`src/rtl/slot_game_ctrl.sv`:
```
// Three-reel slot machine sequencer: button press detection, reel rotation,
// bet deduction, payout evaluation, win-banner timing and cash-out.
module slot_game_ctrl #(
    parameter logic [9:0] INIT_MONEY = 10'd100,
    parameter logic [9:0] MAX_MONEY  = 10'd999,
    parameter logic [9:0] BET        = 10'd5,
    parameter logic [9:0] COIN       = 10'd10,
    parameter logic [9:0] PAY2       = 10'd10,
    parameter logic [9:0] PAY3       = 10'd50,
    parameter int         ROT_DIV    = 4,
    parameter int         WIN_FRAMES = 120
) (
    input  logic       clk,
    input  logic       rst,
    input  logic       frame_tick,
    input  logic       btn_coin,
    input  logic       btn_spin,
    input  logic       btn_cancel,
    output logic [1:0] state1,
    output logic [1:0] state2,
    output logic [1:0] state3,
    output logic [9:0] money,
    output logic       win,
    output logic [2:0] phase,
    output logic       cashout
);

    typedef enum logic [2:0] {
        IDLE  = 3'd0,
        SPIN3 = 3'd1,
        SPIN2 = 3'd2,
        SPIN1 = 3'd3,
        EVAL  = 3'd4,
        SHOW  = 3'd5
    } phase_t;

    localparam int DIV_W  = (ROT_DIV > 1) ? $clog2(ROT_DIV) : 1;
    localparam int SHOW_W = (WIN_FRAMES > 1) ? $clog2(WIN_FRAMES) : 1;
    localparam logic [DIV_W-1:0]  DIV_LAST  = DIV_W'(ROT_DIV - 1);
    localparam logic [SHOW_W-1:0] SHOW_LAST = SHOW_W'(WIN_FRAMES - 1);

    phase_t              cur_phase;
    logic [DIV_W-1:0]    div_cnt;
    logic [SHOW_W-1:0]   show_cnt;
    logic                coin_prev, spin_prev, cancel_prev;
    logic                armed;
    logic                coin_press, spin_press, cancel_press;
    logic                step;
    logic                can_bet;
    logic [9:0]          payout;
    logic [10:0]         coin_sum, pay_sum;
    logic [9:0]          coin_money, pay_money;

    assign phase = cur_phase;

    // armed stays low for the first edge after reset so a button held
    // through reset release is absorbed into the previous-level registers
    assign cancel_press = armed & btn_cancel & ~cancel_prev;
    assign spin_press   = armed & btn_spin   & ~spin_prev;
    assign coin_press   = armed & btn_coin   & ~coin_prev;

    assign step    = frame_tick && (div_cnt == DIV_LAST);
    assign can_bet = (money >= BET);

    always_comb begin
        payout = 10'd0;
        if (state1 == state2 && state2 == state3)
            payout = PAY3;
        else if (state1 == state2 || state2 == state3)
            payout = PAY2;
    end

    assign coin_sum   = {1'b0, money} + {1'b0, COIN};
    assign pay_sum    = {1'b0, money} + {1'b0, payout};
    assign coin_money = (coin_sum > {1'b0, MAX_MONEY}) ? MAX_MONEY : coin_sum[9:0];
    assign pay_money  = (pay_sum  > {1'b0, MAX_MONEY}) ? MAX_MONEY : pay_sum[9:0];

    always_ff @(posedge clk or posedge rst) begin
        if (rst) begin
            cur_phase   <= IDLE;
            state1      <= 2'd0;
            state2      <= 2'd0;
            state3      <= 2'd0;
            money       <= INIT_MONEY;
            win         <= 1'b0;
            cashout     <= 1'b0;
            div_cnt     <= '0;
            show_cnt    <= '0;
            coin_prev   <= 1'b0;
            spin_prev   <= 1'b0;
            cancel_prev <= 1'b0;
            armed       <= 1'b0;
        end else begin
            armed       <= 1'b1;
            coin_prev   <= btn_coin;
            spin_prev   <= btn_spin;
            cancel_prev <= btn_cancel;
            cashout     <= 1'b0;

            case (cur_phase)
                IDLE: begin
                    if (cancel_press) begin
                        money   <= 10'd0;
                        cashout <= 1'b1;
                    end else if (spin_press) begin
                        if (can_bet) begin
                            money     <= money - BET;
                            div_cnt   <= '0;
                            cur_phase <= SPIN3;
                        end
                    end else if (coin_press) begin
                        money <= coin_money;
                    end
                end

                SPIN3, SPIN2, SPIN1: begin
                    if (frame_tick)
                        div_cnt <= step ? '0 : div_cnt + 1'b1;
                    if (cancel_press) begin
                        cur_phase <= EVAL;
                    end else begin
                        if (spin_press)
                            cur_phase <= phase_t'(cur_phase + 3'd1);
                        // the reel being stopped this cycle keeps its value
                        if (step) begin
                            if (cur_phase == SPIN3 && !spin_press)
                                state1 <= state1 + 2'd1;
                            if (cur_phase == SPIN3 || (cur_phase == SPIN2 && !spin_press))
                                state2 <= state2 + 2'd1;
                            if (!(cur_phase == SPIN1 && spin_press))
                                state3 <= state3 + 2'd1;
                        end
                    end
                end

                EVAL: begin
                    money     <= pay_money;
                    win       <= (payout != 10'd0);
                    show_cnt  <= '0;
                    cur_phase <= SHOW;
                end

                SHOW: begin
                    if (cancel_press) begin
                        win       <= 1'b0;
                        cur_phase <= IDLE;
                    end else if (spin_press) begin
                        win <= 1'b0;
                        if (can_bet) begin
                            money     <= money - BET;
                            div_cnt   <= '0;
                            cur_phase <= SPIN3;
                        end else begin
                            cur_phase <= IDLE;
                        end
                    end else if (frame_tick) begin
                        if (show_cnt == SHOW_LAST) begin
                            win       <= 1'b0;
                            cur_phase <= IDLE;
                        end else begin
                            show_cnt <= show_cnt + 1'b1;
                        end
                    end
                end

                default: cur_phase <= IDLE;
            endcase
        end
    end

endmodule
```
`config.mk`:
```
export PLATFORM = sky130hd
export DESIGN_NAME = slot_game_ctrl
export DESIGN_NICKNAME = d
export VERILOG_FILES = /design/src/rtl/slot_game_ctrl.sv
export SDC_FILE = /design/constraint.sdc
export NUM_CORES = 1
export LEC_CHECK = 0
export ABC_AREA = 1
export CAP_MARGIN = 20
export CORE_UTILIZATION = 45
export CTS_BUF_LIST = sky130_fd_sc_hd__clkbuf_16
export CTS_CLUSTER_DIAMETER = 120
export DETAILED_ROUTE_END_ITERATION = 16
export HOLD_SLACK_MARGIN = 0.1
export PLACE_DENSITY = 0.65
export SYNTH_ARGS = -nofsm -noshare
export SYNTH_HDL_FRONTEND = slang
export SYNTH_SLANG_ARGS = --single-unit
export TNS_END_PERCENT = 20
```
`constraint.sdc`:
```
create_clock -name clk -period 5 [get_ports clk]
set_clock_uncertainty 0.1 [all_clocks]
set_input_delay 1.5 -clock clk [delete_from_list [all_inputs] [get_ports clk]]
set_output_delay 1.5 -clock clk [all_outputs]
set_load 0.01 [all_outputs]
```
Word level (Yosys, flattened, before mapping). Index checks and enable logic that the tools add are counted.

Flip-flop bits (word level): 34. Word-level logic and storage cells: 124. Output and inout port bits: 21.

Bitwise logic cells: 11. Magnitude comparators: 3. Eq/ne operators: 25. Multiplexer cells: 40. Add/sub/neg operators: 9. Reductions and logical operators: 23.

Operator list (number): 2-to-1 mux 10 bit (8); case mux 10 bit (3 select lines) (1); 2-to-1 mux 7 bit (4); 2-to-1 mux 3 bit (9); greater-than comparator 11 x 10 -> 1 bit (second input constant) (2); != test 2 bit (second input constant) (10); AND reduction 4 bit (4); case mux 7 bit (2 select lines) (1); != test 4 bit (second input constant) (3); case mux 3 bit (4 select lines) (1); adder 10 x 10 -> 11 bit (1); adder 10 x 4 -> 11 bit (second input constant) (1); >= comparator 10 x 3 -> 1 bit (second input constant) (1); 2-to-1 mux 2 bit (5); AND reduction 5 bit (2); nonzero test 10 bit (1); subtractor 10 x 3 -> 10 bit (second input constant) (1); adder 2 x 1 -> 2 bit (second input constant) (4); adder 7 x 1 -> 7 bit (second input constant) (1); equality test 7 bit (second input constant) (1); 2-to-1 mux 1 bit (7); AND 1 bit (6); equality test 3 x 2 -> 1 bit (second input constant) (2); equality test 3 bit (second input constant) (2); 21 further kinds (33).

Longest topological paths before layout.
Depth after elaboration: 8. Gate-level depth with buffers: 21. Depth with buffers taken out: 21.

Least setup slack after synthesis. No wires, ideal clock.

Kind: input -> register. Start point: input btn_cancel. End point: register money[1]. Data arrival time: 2.528 ns. Stages on the path: 11. Library setup time: 0.120 ns. Slack: 2.253 ns. Buffers on the path: 1. Data required time: 4.780 ns. Path through: nand2_1 nor2_2 inv_2 nand2_1 inv_1 o211ai_1 o21ai_1 nor2_1 buf_4 o21a_1 a21oi_2.

Word-level cells in the longest chain between the ends: 4. Elaborated cells between the ends (all ways): 7. Those cells by class: 2 x eq/ne; 2 x mux; 2 x bitwise; 1 x reduce/logical.

RTL lines: start: declaration (RTL line 18) `input logic btn_cancel,`; AND 1 bit (*) (2 in a row) (RTL line 58) `assign cancel_press = armed & btn_cancel & ~cancel_prev;`; != test 4 bit (no source line) (tied with other cells); AND reduction 4 bit (no source line) / case mux 10 bit (3 select lines) (equally long branches); end signal: assignment (RTL line 107) `money <= money - BET;`; end signal: assignment (RTL line 112) `money <= coin_money;`; end signal: assignment (RTL line 137) `money <= pay_money;`; end: declaration (RTL line 22) `output logic [9:0] money,`.

Mark *: on every way between the ends. The rest lies on a longest branch, timed or not. A chain may end at the register's enable or synchronous reset.

Final worst setup path.
Start point: input btn_spin. End point: register money[6].

Word-level cells in the longest chain between the ends: 5. Elaborated cells between the ends (all ways): 8. Those cells by class: 2 x eq/ne; 3 x mux; 2 x bitwise; 1 x reduce/logical.

RTL lines: start: declaration (RTL line 17) `input logic btn_spin,`; AND 1 bit (*) (2 in a row) (RTL line 59) `assign spin_press = armed & btn_spin & ~spin_prev;`; 2-to-1 mux 10 bit (RTL line 105) `end else if (spin_press) begin`; 2-to-1 mux 10 bit (RTL line 102) `if (cancel_press) begin`; case mux 10 bit (3 select lines) (RTL line 100) `case (cur_phase)`.

Marked as above.

==> metrics.cfg <==
[place]
place_congestion = 0.853
dpl.hpwl_mm = 6.02
dp_cells = 586
placed_cell_area_mm2 = 0.00344
io_buffers = 26

[hold_path]
hold_class = reg -> reg
hold_end = win
hold_depth = 2
worstHoldStart = win

[synth]
ys_warn_count = 0
synth_top_flop_cell = dfrtp_1
synthSimpleGateAreaFrac_pct = 35.9
synth_edf_count = 0
synth.cell_area_mm2 = 0.00315
synth_cell_types = 45
synth_fa_ha_area_share_pct = 7.55
post_synth.cell_area_avg_um2 = 6.64
synthesis.nets = 499
synth_compound_area_share_pct = 14.0
synth_top_family_by_area = simple AND/OR/NAND/NOR gates
async_reset_ff_share_pct = 100
synthCells = 474
ys_seq_area_share_pct = 27.1
yosys.area_share.xor_xnor_pct = 3.58
muxShareOfSynthArea_pct = 0
ys_ff_latch = 34

[pwr]
p_leak_nw = 1.88
power_density_mw_per_mm2 = 747
power_w = 0.00272
vdd_drop_max_mv = 0.273

[global_route]
grt-ovfl-total = 0
gr-usage-all-layers_pct = 22.4
grt_pass1_wl_mm = 13.1
grt_pass1_vias = 2843
antenna_found_initial = 0
grt_max_degree = 35

[worst_setup_path]
critPathMostFrequentCell = inv_1
path_cells = clkdlybuf4s50_1 -> inv_1 -> nor2_1 -> nand2_1 -> inv_1 -> o21ai_1 -> nor2_1 -> buf_4 -> inv_1 -> a21oi_1 -> a21oi_1
start_kind = primary input
critPathTopFamily = buffers and inverters
rrSetupSlack_ps = 1930
cpPeakStageDelay_ps = 470
crit_path_end_kind = register
timing.rr.start = state2[1]
cp_max_fo = 14
rr_worst_depth = 21
crit_buf_inv = 5
critPathKind = in -> reg
critical-path-slowest-cell = clkdlybuf4s50_1
r2r_end = money[2]
arrival_ps = 3420
cp_data_required_time_ps = 5090

[route]
drc_errors = 0
ant_nets = 0
drt_iter0_drc = 233
wire_per_inst_um = 13.2
drt-total-wl_mm = 7.83
vias = 3132
drtPass1Iterations = 4
vias_per_cell = 5.27

[clock_tree]
ctsHoldBuffers = 0
cts_root_buffer = clkbuf_16
cts_tree = built
postCtsSetupBuffers = 0
insertion_delay_ps = 280
cts_num_sinks = 34
clkTransAtPathRegs_ps = 60
cts_made_buffers = 5
clockBufferDepth = 2
post_cts_resized = 0
htreeDepth = 2

[cells_and_area]
syn_to_final_growth_pct = 15.4
num-nets-final = 522
diodes = 0
finalInstanceArea_mm2 = 0.00363
drive_gt1_share_pct = 9.44
final_cells = 594
fillCellCount = 699

[timing]
setup_viol = 0
setup_tns_ps = 0
relSlewSlack_pct = 41.3
final_hold_viol_count = 0
rsz0062_at_grt = false
worst_slew_pin_slew_ps = 877
period_share_pct = 66.4
period_minus_slack_ps = 3320
drv_slew = 0
fmax_mhz = 301

[die]
ios = 27
core-area_mm2 = 0.00679
dieArea_mm2 = 0.00733
die_h_um = 85.6
dieWidth_um = 85.6
rows = 30
initial_utilization_pct = 46.3

[run]
drv_cap = 0

[status]
status = finished, final reports clean

==> metal layers <==
metal	wire length, um	vias to the layer above	share of wire [%]	GRT usage [%]
met5	0	-	0	0
met4	112	0	1.4	4.85
met3	317	15	4.0	4.52
met2	3810	87	49	39.6
met1	3590	1460	46	28.2
li1	-	1570	-	-
==> synth_stat cells (6+ instances only) <==
| cell type | count | area share, % |
|---|---|---|
| o21ai_0 | 15 | 2.4 |
| nor2_2 | 6 | 1.2 |
| dfrtp_1 | 31 | 25 |
| nand2_1 | 133 | 16 |
| xor2_1 | 7 | 1.9 |
| a21oi_1 | 33 | 5.2 |
| ha_1 | 19 | 7.6 |
| nor2_1 | 44 | 5.2 |
| o22ai_1 | 6 | 1.2 |
| inv_1 | 66 | 7.9 |
| buf_6 | 6 | 2.1 |
| nand3_1 | 40 | 6.4 |
==> cell families after synthesis <==
kind of cell               count (synthesis)
DFF                                       34
and+or+nand+nor                          254
xor gates and xnor gates                  12
other                                      1
AOI/OAI and AO/OA                         72
buffers and inverters                     82
adders and majority gates                 19
==> sequential cells by signal, summed over array words and instances (netlist names) <==
| signal | cells |
|---|---|
| armed | 1 |
| cancel_prev | 1 |
| cashout | 1 |
| coin_prev | 1 |
| div_cnt | 2 |
| money | 10 |
| phase | 3 |
| show_cnt | 7 |
| spin_prev | 1 |
| state1 | 2 |
| state2 | 2 |
| state3 | 2 |
| win | 1 |
==> stage by stage <==
step	util (%)	hold slack (ps)	setup slack [ps]
2_1_floorplan	-	357	2250
3_5_place_dp	50.6	385	1470
4_1_cts	53.5	398	1710
5_1_grt	53.5	418	1510
6_report	53.5	397	1680
3_3_place_gp	50.6	384	1520
==> tightest hold or removal path: stages (launching register included) <==
cell	delay, ps
dfrtp_1	350
nand2_1	60
o31ai_1	60
==> layout make-up <==
type | instances | area [um^2] | area share (%)
Clock buffer | 5 | 125 | 3.44
Clock inverter | 3 | 68.8 | 1.89
Inverter | 70 | 263 | 7.23
Multi-Input combinational cell | 358 | 1930 | 53.0
Sequential cell | 34 | 855 | 23.5
Tap cell | 96 | 120 | 3.31
Timing Repair Buffer | 28 | 275 | 7.58
==> power by group <==
part	leakage, nW	switching, W	internal [W]
registers	0.418	0.000190	0.000383
logic	1.37	0.00105	0.000684
clock network	0.0940	0.000119	0.000286
==> worst max path at each step <==
stage / startpoint / end / cells after the start
after floorplan: btn_cancel / money[1] / 11
after global placement: btn_spin / money[3] / 11
after detailed placement: btn_spin / money[7] / 11
after CTS: btn_spin / money[6] / 11
after global routing: btn_spin / money[6] / 11
final: btn_spin / money[6] / 11
==> cell usage in the layout (no fill, tap or decap), types with 7 or more instances in the layout <==
cell	n
nor2_1	44
nand2_1	133
o21ai_0	15
inv_1	66
dfrtp_1	31
ha_1	19
xor2_1	7
nand3_1	40
clkdlybuf4s50_1	26
a21oi_1	33
No activity file was read; power rests on OpenSTA's default activity.
